`src/rtl/arb_pkg.sv`:
```
// arb_pkg: shared types and defaults for the arbiter requester agent
package arb_pkg;

   localparam int LEN_W_DEF        = 4;
   localparam int TAG_W_DEF        = 4;
   localparam int STARVE_LIMIT_DEF = 64;

   typedef enum logic [1:0] {IDLE, REQ, BURST, RELEASE} arb_req_state_t;

   typedef struct packed {
      logic [LEN_W_DEF-1:0] len;
      logic [TAG_W_DEF-1:0] tag;
   } arb_desc_t;

endpackage

```
`src/rtl/arb_requester_if.sv`:
```
// arb_requester_if: descriptor, arbiter and beat signals of one requester port
interface arb_requester_if
   import arb_pkg::*;
#(
   parameter int LEN_W = LEN_W_DEF,
   parameter int TAG_W = TAG_W_DEF
);

   logic             i_desc_valid;
   logic             o_desc_ready;
   logic [LEN_W-1:0] i_desc_len;
   logic [TAG_W-1:0] i_desc_tag;
   logic             o_req;
   logic             i_grant;
   logic             o_beat_valid;
   logic [TAG_W-1:0] o_beat_tag;
   logic [LEN_W-1:0] o_beat_idx;
   logic             o_beat_last;
   logic             o_busy;
   logic             o_starved;

   modport slave (
      input  i_desc_valid, i_desc_len, i_desc_tag, i_grant,
      output o_desc_ready, o_req, o_beat_valid, o_beat_tag, o_beat_idx,
             o_beat_last, o_busy, o_starved
   );

   modport master (
      output i_desc_valid, i_desc_len, i_desc_tag, i_grant,
      input  o_desc_ready, o_req, o_beat_valid, o_beat_tag, o_beat_idx,
             o_beat_last, o_busy, o_starved
   );

endinterface

```
`src/rtl/arb_desc_fifo.sv`:
```
// arb_desc_fifo: small synchronous descriptor FIFO with combinational head
module arb_desc_fifo
   import arb_pkg::*;
#(
   parameter int  DEPTH = 4,
   parameter type T     = arb_desc_t
) (
   input  logic i_clk,
   input  logic i_rstn,
   input  logic i_push,
   input  T     i_data,
   input  logic i_pop,
   output T     o_head,
   output logic o_full,
   output logic o_empty
);

   localparam int AW = $clog2(DEPTH);

   T             mem_q [DEPTH];
   logic [AW:0]  wr_q, rd_q;
   logic         push, pop;

   assign o_empty = wr_q == rd_q;
   assign o_full  = (wr_q[AW] != rd_q[AW]) && (wr_q[AW-1:0] == rd_q[AW-1:0]);
   assign o_head  = mem_q[rd_q[AW-1:0]];
   assign push    = i_push && !o_full;
   assign pop     = i_pop && !o_empty;

   // pointers carry an extra wrap bit so full and empty are distinguishable
   always_ff @(posedge i_clk or negedge i_rstn) begin
      if (!i_rstn) begin
         wr_q <= '0;
         rd_q <= '0;
         for (int i = 0; i < DEPTH; i++) mem_q[i] <= '0;
      end else begin
         if (push) mem_q[wr_q[AW-1:0]] <= i_data;
         if (push) wr_q <= wr_q + (AW+1)'(1);
         if (pop)  rd_q <= rd_q + (AW+1)'(1);
      end
   end

endmodule

```
`src/rtl/arb_requester.sv`:
```
// arb_requester: queues descriptors and bursts them through a req/grant arbiter,
// releasing req for one cycle per descriptor; ARB_REQUESTER_STARVE_MON_EN adds a starvation flag
module arb_requester
   import arb_pkg::*;
#(
   parameter int DEPTH        = 4,
   parameter int LEN_W        = LEN_W_DEF,
   parameter int TAG_W        = TAG_W_DEF,
   parameter int STARVE_LIMIT = STARVE_LIMIT_DEF
) (
   input  logic            i_clk,
   input  logic            i_rstn,
   arb_requester_if.slave  bus
);

   typedef struct packed {
      logic [LEN_W-1:0] len;
      logic [TAG_W-1:0] tag;
   } desc_t;

   arb_req_state_t   state_q, state_d;
   logic [LEN_W-1:0] cnt_q, cnt_d;
   desc_t            in_desc, head;
   logic             full, empty, active, beat, last;

   assign in_desc = '{len: bus.i_desc_len, tag: bus.i_desc_tag};

   arb_desc_fifo #(.DEPTH(DEPTH), .T(desc_t)) u_fifo (
      .i_clk   (i_clk),
      .i_rstn  (i_rstn),
      .i_push  (bus.i_desc_valid),
      .i_data  (in_desc),
      .i_pop   (last),
      .o_head  (head),
      .o_full  (full),
      .o_empty (empty)
   );

   // next state and beat counter; the head is popped on its last beat
   always_comb begin
      active  = state_q == REQ || state_q == BURST;
      beat    = active && bus.i_grant;
      last    = beat && cnt_q == head.len;
      cnt_d   = last ? '0 : beat ? cnt_q + LEN_W'(1) : cnt_q;
      state_d = active ? (last ? RELEASE : beat ? BURST : state_q)
                       : (empty ? IDLE : REQ);
   end

   // state and beat counter registers
   always_ff @(posedge i_clk or negedge i_rstn) begin
      if (!i_rstn) begin
         state_q <= IDLE;
         cnt_q   <= '0;
      end else begin
         state_q <= state_d;
         cnt_q   <= cnt_d;
      end
   end

   assign bus.o_desc_ready = !full;
   assign bus.o_req        = active;
   assign bus.o_beat_valid = beat;
   assign bus.o_beat_tag   = head.tag;
   assign bus.o_beat_idx   = cnt_q;
   assign bus.o_beat_last  = last;
   assign bus.o_busy       = !empty || state_q != IDLE;

`ifdef ARB_REQUESTER_STARVE_MON_EN
   localparam int SW = $clog2(STARVE_LIMIT + 1);

   logic [SW-1:0] wait_q, wait_d;

   // count ungranted request cycles, saturating, cleared by any beat
   always_comb
      wait_d = beat ? '0
             : (active && !bus.i_grant && wait_q != SW'(STARVE_LIMIT)) ? wait_q + SW'(1)
             : wait_q;

   // wait counter register
   always_ff @(posedge i_clk or negedge i_rstn) begin
      if (!i_rstn) wait_q <= '0;
      else         wait_q <= wait_d;
   end

   assign bus.o_starved = wait_q == SW'(STARVE_LIMIT);
`else
   assign bus.o_starved = 1'b0 && (STARVE_LIMIT == 0);
`endif

endmodule
```
`src/flat_wrapper.sv`:
```
// flat-port wrapper written by rule: the top's interface ports become plain ports
module arb_requester_flat import arb_pkg::*;
#(
   parameter int DEPTH        = 4,
   parameter int LEN_W        = LEN_W_DEF,
   parameter int TAG_W        = TAG_W_DEF,
   parameter int STARVE_LIMIT = STARVE_LIMIT_DEF
)
  (i_clk, i_rstn, bus_i_desc_valid, bus_i_desc_len, bus_i_desc_tag, bus_i_grant, bus_o_desc_ready, bus_o_req, bus_o_beat_valid, bus_o_beat_tag, bus_o_beat_idx, bus_o_beat_last, bus_o_busy, bus_o_starved);
  arb_requester_if #(.LEN_W(LEN_W), .TAG_W(TAG_W)) bus_i ();
  input  logic i_clk;
  input  logic i_rstn;
  input wire logic [$bits(bus_i.i_desc_valid)-1:0] bus_i_desc_valid;
  input wire logic [$bits(bus_i.i_desc_len)-1:0] bus_i_desc_len;
  input wire logic [$bits(bus_i.i_desc_tag)-1:0] bus_i_desc_tag;
  input wire logic [$bits(bus_i.i_grant)-1:0] bus_i_grant;
  output wire logic [$bits(bus_i.o_desc_ready)-1:0] bus_o_desc_ready;
  output wire logic [$bits(bus_i.o_req)-1:0] bus_o_req;
  output wire logic [$bits(bus_i.o_beat_valid)-1:0] bus_o_beat_valid;
  output wire logic [$bits(bus_i.o_beat_tag)-1:0] bus_o_beat_tag;
  output wire logic [$bits(bus_i.o_beat_idx)-1:0] bus_o_beat_idx;
  output wire logic [$bits(bus_i.o_beat_last)-1:0] bus_o_beat_last;
  output wire logic [$bits(bus_i.o_busy)-1:0] bus_o_busy;
  output wire logic [$bits(bus_i.o_starved)-1:0] bus_o_starved;
  assign bus_i.i_desc_valid = bus_i_desc_valid;
  assign bus_i.i_desc_len = bus_i_desc_len;
  assign bus_i.i_desc_tag = bus_i_desc_tag;
  assign bus_i.i_grant = bus_i_grant;
  assign bus_o_desc_ready = bus_i.o_desc_ready;
  assign bus_o_req = bus_i.o_req;
  assign bus_o_beat_valid = bus_i.o_beat_valid;
  assign bus_o_beat_tag = bus_i.o_beat_tag;
  assign bus_o_beat_idx = bus_i.o_beat_idx;
  assign bus_o_beat_last = bus_i.o_beat_last;
  assign bus_o_busy = bus_i.o_busy;
  assign bus_o_starved = bus_i.o_starved;
  arb_requester #(.DEPTH(DEPTH), .LEN_W(LEN_W), .TAG_W(TAG_W), .STARVE_LIMIT(STARVE_LIMIT)) u_core (.i_clk(i_clk), .i_rstn(i_rstn), .bus(bus_i));
endmodule
```
`config.mk`:
```
export PLATFORM = sky130hd
export DESIGN_NAME = arb_requester_flat
export DESIGN_NICKNAME = d
export VERILOG_FILES = /design/src/rtl/arb_pkg.sv /design/src/rtl/arb_requester_if.sv /design/src/rtl/arb_desc_fifo.sv /design/src/rtl/arb_requester.sv /design/src/flat_wrapper.sv
export SDC_FILE = /design/constraint.sdc
export NUM_CORES = 1
export LEC_CHECK = 0
export CAP_MARGIN = 30
export CORE_ASPECT_RATIO = 0.5
export CORE_MARGIN = 5
export CORE_UTILIZATION = 40
export CTS_CLUSTER_SIZE = 14
export DETAILED_ROUTE_END_ITERATION = 7
export PLACE_DENSITY = 0.6
export SLEW_MARGIN = 20
export SYNTH_ARGS = -nofsm -noshare
export SYNTH_HDL_FRONTEND = slang
export SYNTH_SLANG_ARGS = --single-unit
export TNS_END_PERCENT = 50
```
`constraint.sdc`:
```
create_clock -name i_clk -period 2.4 [get_ports i_clk]
set_input_delay 0.24 -clock i_clk [delete_from_list [all_inputs] [get_ports i_clk]]
set_output_delay 0.24 -clock i_clk [all_outputs]
set_load 0.01 [all_outputs]
```
Yosys cells after proc, flatten, opt, wreduce, memory -nomap -nowiden
Cells that the tools add are included.
{"block": "word_totals", "wordCells": 51, "reg_bits": 44}
{"block": "op_classes", "eq_ne": 7, "mux": 12, "n_bitwise": 2, "magnitude_cmp": 3, "n_reduce_logical": 12, "addsub": 3}
{"op": "$bwmux W32", "n": 1}
{"op": "$mux W8", "n": 3}
{"op": "$bmux W8 S2", "n": 1}
{"op": "$demux W8 S2", "n": 1}
{"op": "$mux W4", "n": 2}
{"op": "$add A3 B1 Y3 const B", "n": 2}
{"op": "$ge A3 B3 Y1 const B", "n": 2}
{"op": "$logic_and A1 B1 Y1", "n": 6}
{"op": "$mux W2", "n": 3}
{"op": "$not A2 Y3", "n": 2}
{"op": "$add A4 B1 Y4 const B", "n": 1}
{"op": "$eq A4 B4 Y1", "n": 1}
{"op": "$reduce_bool A2 Y1", "n": 2}
{"op": "$eq A3 B3 Y1", "n": 1}
{"op": "$lt A3 B1 Y1 const B", "n": 1}
{"op": "$ne A3 B1 Y1 const B", "n": 1}
{"op": "$eq A2 B1 Y1 const B", "n": 1}
{"op": "$eq A2 B2 Y1", "n": 1}
{"op": "$eq A2 B2 Y1 const B", "n": 1}
{"op": "$logic_not A1 Y1", "n": 2}
{"op": "$logic_or A1 B1 Y1", "n": 2}
{"op": "$mux W1", "n": 1}
{"op": "$ne A1 B1 Y1", "n": 1}

Depth between registers and ports, before layout
{"block": "logic_depth", "word_depth": 8, "mapped_depth": 8}

By module
A second synthesis with hierarchy kept.
{"block": "hier_totals", "hier_cells": 161, "area_unflattened_um2": 2224.6}
{"mod": "arb_desc_fifo", "cells_per_inst": 120, "n_inst": 1, "area_per_inst_um2": 1838.0}
{"mod": "arb_requester", "cells_per_inst": 41, "n_inst": 1, "area_per_inst_um2": 386.6}

Worst setup path before layout
Ideal clock, no wire load.
{"block": "synth_path", "path_type": "reg2reg", "startpoint": "register u_core.u_fifo.rd_q[0]", "endpoint": "register u_core.u_fifo.rd_q[1]", "required_ns": 2.272, "slack_ns": 0.220, "arrival_time_ns": 2.053, "setup_ns": 0.128, "stages_incl_launch_ff": 7, "cell_sequence": "dfrtp_1 buf_6 mux4_2 xor2_1 or2_4 nor4_4 mux2_1"}
{"block": "synth_between", "elab_chain_cells": 7}
{"element": "start: declaration", "line_no": "arb_desc_fifo.sv:21", "source": "logic [AW:0] wr_q, rd_q;"}
{"element": "start signal: assignment", "line_no": "arb_desc_fifo.sv:39", "source": "if (pop) rd_q <= rd_q + (AW+1)'(1);"}
{"element": "$not A2 Y3 (not written as such)", "line_no": "arb_desc_fifo.sv:26", "source": "assign o_head = mem_q[rd_q[AW-1:0]];"}
{"element": "$bmux W8 S2", "line_no": "arb_desc_fifo.sv:26"}
{"element": "$mux W8 (not written as such) (2 in a row)", "line_no": "arb_desc_fifo.sv:26"}
{"element": "$eq A4 B4 Y1", "line_no": "arb_requester.sv:43", "source": "last = beat && cnt_q == head.len;"}
{"element": "$logic_and A1 B1 Y1", "line_no": "arb_requester.sv:43"}
{"element": "$logic_and A1 B1 Y1", "line_no": "arb_desc_fifo.sv:28", "source": "assign pop = i_pop && !o_empty;"}
Several ways; a longest one is shown, not always the timed one. The select of a mux whose other input is x is not followed.
A chain may end at the register's enable or synchronous reset.

Worst setup path in the final report
{"block": "layout_path", "startpoint": "register u_core.u_fifo.rd_q[0]", "endpoint": "output port bus_o_beat_last"}
{"block": "layout_between", "elab_chain_cells": 6}
{"element": "$not A2 Y3 (not written as such)", "line_no": "arb_desc_fifo.sv:26"}
{"element": "$bmux W8 S2", "line_no": "arb_desc_fifo.sv:26"}
{"element": "$mux W8 (not written as such) (2 in a row)", "line_no": "arb_desc_fifo.sv:26"}
{"element": "$eq A4 B4 Y1", "line_no": "arb_requester.sv:43"}
{"element": "$logic_and A1 B1 Y1", "line_no": "arb_requester.sv:43"}
{"element": "end: declaration", "line_no": "flat_wrapper.sv:22", "source": "output wire logic [$bits(bus_i.o_beat_last)-1:0] bus_o_beat_last;"}
No other way between the ends. The select of a mux whose other input is x is not followed.

==> flow_summary.ini <==
[status]
outcome = completed

[floorplan]
rows = 19
dieArea_sq_um = 7154
dieHeight_um = 62.36
fp.dieW_um = 114.7
io_pins = 26
core_sq_um = 5396
start_util_pct = 40.64

[setup_path]
critPathRequiredTime_ns = 2.16
end_kind = output pin
worstPathMaxFanout = 4
arrival_ns = 2.06
crit_path_max_incr_delay_ns = 0.55
crit_type = reg -> out
path_cells = mux4_2, xor2_1, or2_4, nor3_2, clkdlybuf4s15_2
cp-start-kind = register
slowest_stage = mux4_2

[routing]
vias_per_cell = 4.860
post_drt_wl_per_cell_um = 14.89
num_vias = 1322
final_antenna_net_count = 0
wl_mm = 4.051
drtIter0Drc = 34
drc = 0
drtPass1Iterations = 4

[timing]
worst_pin_slew_ns = 0.5526
min_period_ns = 2.296
finalMaxSlewViolations = 0
hold_violations = 0
period_share_pct = 95.68
max_slew_margin_pct = 63.16
clock_skew_ns = 0.002326
rsz0062_at_grt = no
setup_viol = 0
fmax_mhz = 435.5

[placement]
hpwlAfterDp_mm = 2.960
place.gp.congestion = 0.7708
placedCellCount = 263
io_buffers = 24

[power]
seqPwrFrac_pct = 35.8
power_frac_clock_pct = 11.5
peakVddDrop_v = 0.0005429
pwr-share-comb_pct = 52.6
cellPowerDensity_nw_per_um2 = 1437
power.leakage_nw = 1.136
netSwitchingPower_mw = 1.386
power.internal_mw = 2.447
swShare_pct = 36.17

[cts]
clk_pin_slew_ns = 0.08
tritoncts = built
clock_latency_ns = 0.29
cts_root_buffer = clkbuf_8
cts_sinks = 44
htreeDepth = 2
numCtsBuffers = 5
cts_buffer_depth = 2

[yosys]
async_flop_share_pct = 100.0
ys_ff_latch = 44
synth_warnings = 0
yosys.cell_types.count = 32
ys_seq_area_share_pct = 50.20
synth_flop_cell = dfrtp_1
synth_cells = 162
syn_avg_cell_area_sq_um = 13.54
synth-edff-count = 0
syn_area_sq_um = 2193
synth_fp_nets = 181

[grt]
use_met2_pct = 19.49
grtUsageMet3_pct = 3.298
grt_max_degree = 45
grt_pass1_wl_mm = 6.900
grt_pass1_vias = 1376
grt_usage_pct = 12.35
met1_usage_pct = 16.76
grt.busiest_layer = met2
overflow = 0
antenna_found_initial = 0

[finish]
instances_no_fill = 272
area_growth_syn_to_layout_pct = 21.62
finish.utilization_pct = 49.43
drive_above_1_share_pct = 32.16
nNetsFinal = 218
antennaDiodeCount = 0

[run]
max-cap-violations = 0

[min_path]
hold_class = in -> async
cell usage in the layout (no fill, tap or decap):
cell,Yosys,final
or3b_1,1,1
buf_4,1,10
mux4_1,4,4
nor3_2,0,1
xor2_1,9,9
a31oi_4,1,1
dfrtp_2,0,2
mux2_2,33,33
a211oi_1,2,2
clkinv_2,0,1
nand3_1,4,4
clkdlybuf4s50_1,0,22
and2_1,1,1
clkinvlp_4,0,2
clkdlybuf4s15_2,0,1
dlygate4sd3_1,0,1
xnor2_1,4,4
nor4_4,1,1
nand2b_1,1,1
inv_1,4,4
mux4_2,2,2
nand2_1,12,11
o21a_1,2,2
nor2_1,3,3
mux2i_1,4,4
conb_1,1,1
o21ai_0,7,7
dfrtp_1,44,42
nor4_1,1,1
nand2_2,0,1
nor3_1,3,2
or2_2,2,2
mux2_1,1,1
a31oi_1,1,1
nor4_2,1,1
ha_1,7,7
or2_4,1,1
clkbuf_8,0,5
cells by family (layout without fill, tap and decap cells):
family / after synthesis / after routing / share of synthesized area (%)
AO/OA/AOI/OAI: 13 / 13 / 4.221
buffers and inverters: 9 / 46 / 2.167
XOR/XNOR: 13 / 13 / 5.191
flip-flops: 44 / 44 / 50.20
other: 1 / 1 / 0.1710
AND/OR/NAND/NOR: 31 / 31 / 7.929
multiplexers: 44 / 44 / 26.13
adder cells (fa/ha/maj): 7 / 7 / 3.993
path summary, 6_finish.rpt:
kind / slack [ns] / end / startpoint / cells after the start
worst max-delay path: 0.10 / bus_o_beat_last / u_core.u_fifo.rd_q[0] / 5
worst min-delay path: 0.48 / u_core.u_fifo.mem_q[27] / i_rstn / 2
worst max register to register: 0.20 / u_core.u_fifo.rd_q[1] / u_core.u_fifo.rd_q[0] / 6
worst min register to register: 0.50 / u_core.state_q[1] / u_core.state_q[1] / 1
max in group asynchronous: 1.51 / u_core.u_fifo.rd_q[1] / i_rstn / 2
min in group i_clk: 0.50 / u_core.state_q[1] / u_core.state_q[1] / 1
power groups by stage:
stage | clock [mW] | combinational, mW | sequential (mW)
finish | 0.441 | 2.02 | 1.37
global route | 0.490 | 2.23 | 1.42
CTS | 0.459 | 2.02 | 1.37
detailed placement | 0 | 2.00 | 1.38
global placement | 0 | 1.95 | 1.37
floorplan | 0 | 1.40 | 1.29
per-stage QoR:
step                total power, mW  worst slack, ns  area (sq um)  hold slack (ns)   TNS, ns
floorplan                     2.690           0.2196          2193         -0.05559         0
global placement              3.319          0.02580          2551           0.4385         0
detailed placement            3.385         -0.02740          2551           0.4451  -0.02740
CTS                           3.855          0.01832          2643           0.1283         0
global route                  4.139          0.01005          2668           0.5109         0
finish                        3.833           0.1038          2668           0.4845         0
Yosys cell counts, types with 4 or more instances:
master | n | area, sq um
inv_1 | 4 | 15.01
mux2i_1 | 4 | 40.04
nand3_1 | 4 | 20.02
xor2_1 | 9 | 78.83
o21ai_0 | 7 | 35.03
nand2_1 | 12 | 45.04
dfrtp_1 | 44 | 1101
ha_1 | 7 | 87.58
xnor2_1 | 4 | 35.03
mux2_2 | 33 | 371.6
mux4_1 | 4 | 105.1
state kept, by name, indices dropped and copies added, names as in the netlist:
register               cells
u_core.u_fifo.rd_q         3
u_core.bus.o_beat_idx      4
u_core.u_fifo.wr_q         3
u_core.state_q             2
u_core.u_fifo.mem_q       32
repair_timing:
action                                  4_1_cts  5_1_grt
endpoints found under the setup margin        1       24
setup buffers                                 1        0
pin swaps                                     0        1
hold endpoints to repair                      0       41
resized for setup                             4        4
hold buffers                                  0        1
gates cloned                                  0        0
routing by layer:
layer	share of wire [%]	routed length, um
met1	50	2013
met2	47	1899
met3	3.1	125
met4	0.32	13
met5	0	0
final cells by class:
type                       count  area [sq um]
clock buffer                   5         68.82
fill                         483          2729
tap                           73         91.34
sequential                    44          1104
multi-input combinational    109          1052
timing repair buffer          34         316.6
clock inverter                 2         12.51
inverter                       5         22.52
worst max-delay path, delay by kind of cell, from the launching register on:
kind	cells	cell delay (ns)
buf+inv	1	0.25
simple gates	2	0.38
mux	1	0.55
xor+xnor	1	0.17
flops	1	0.42
No activity file was read; power rests on OpenSTA's default activity.
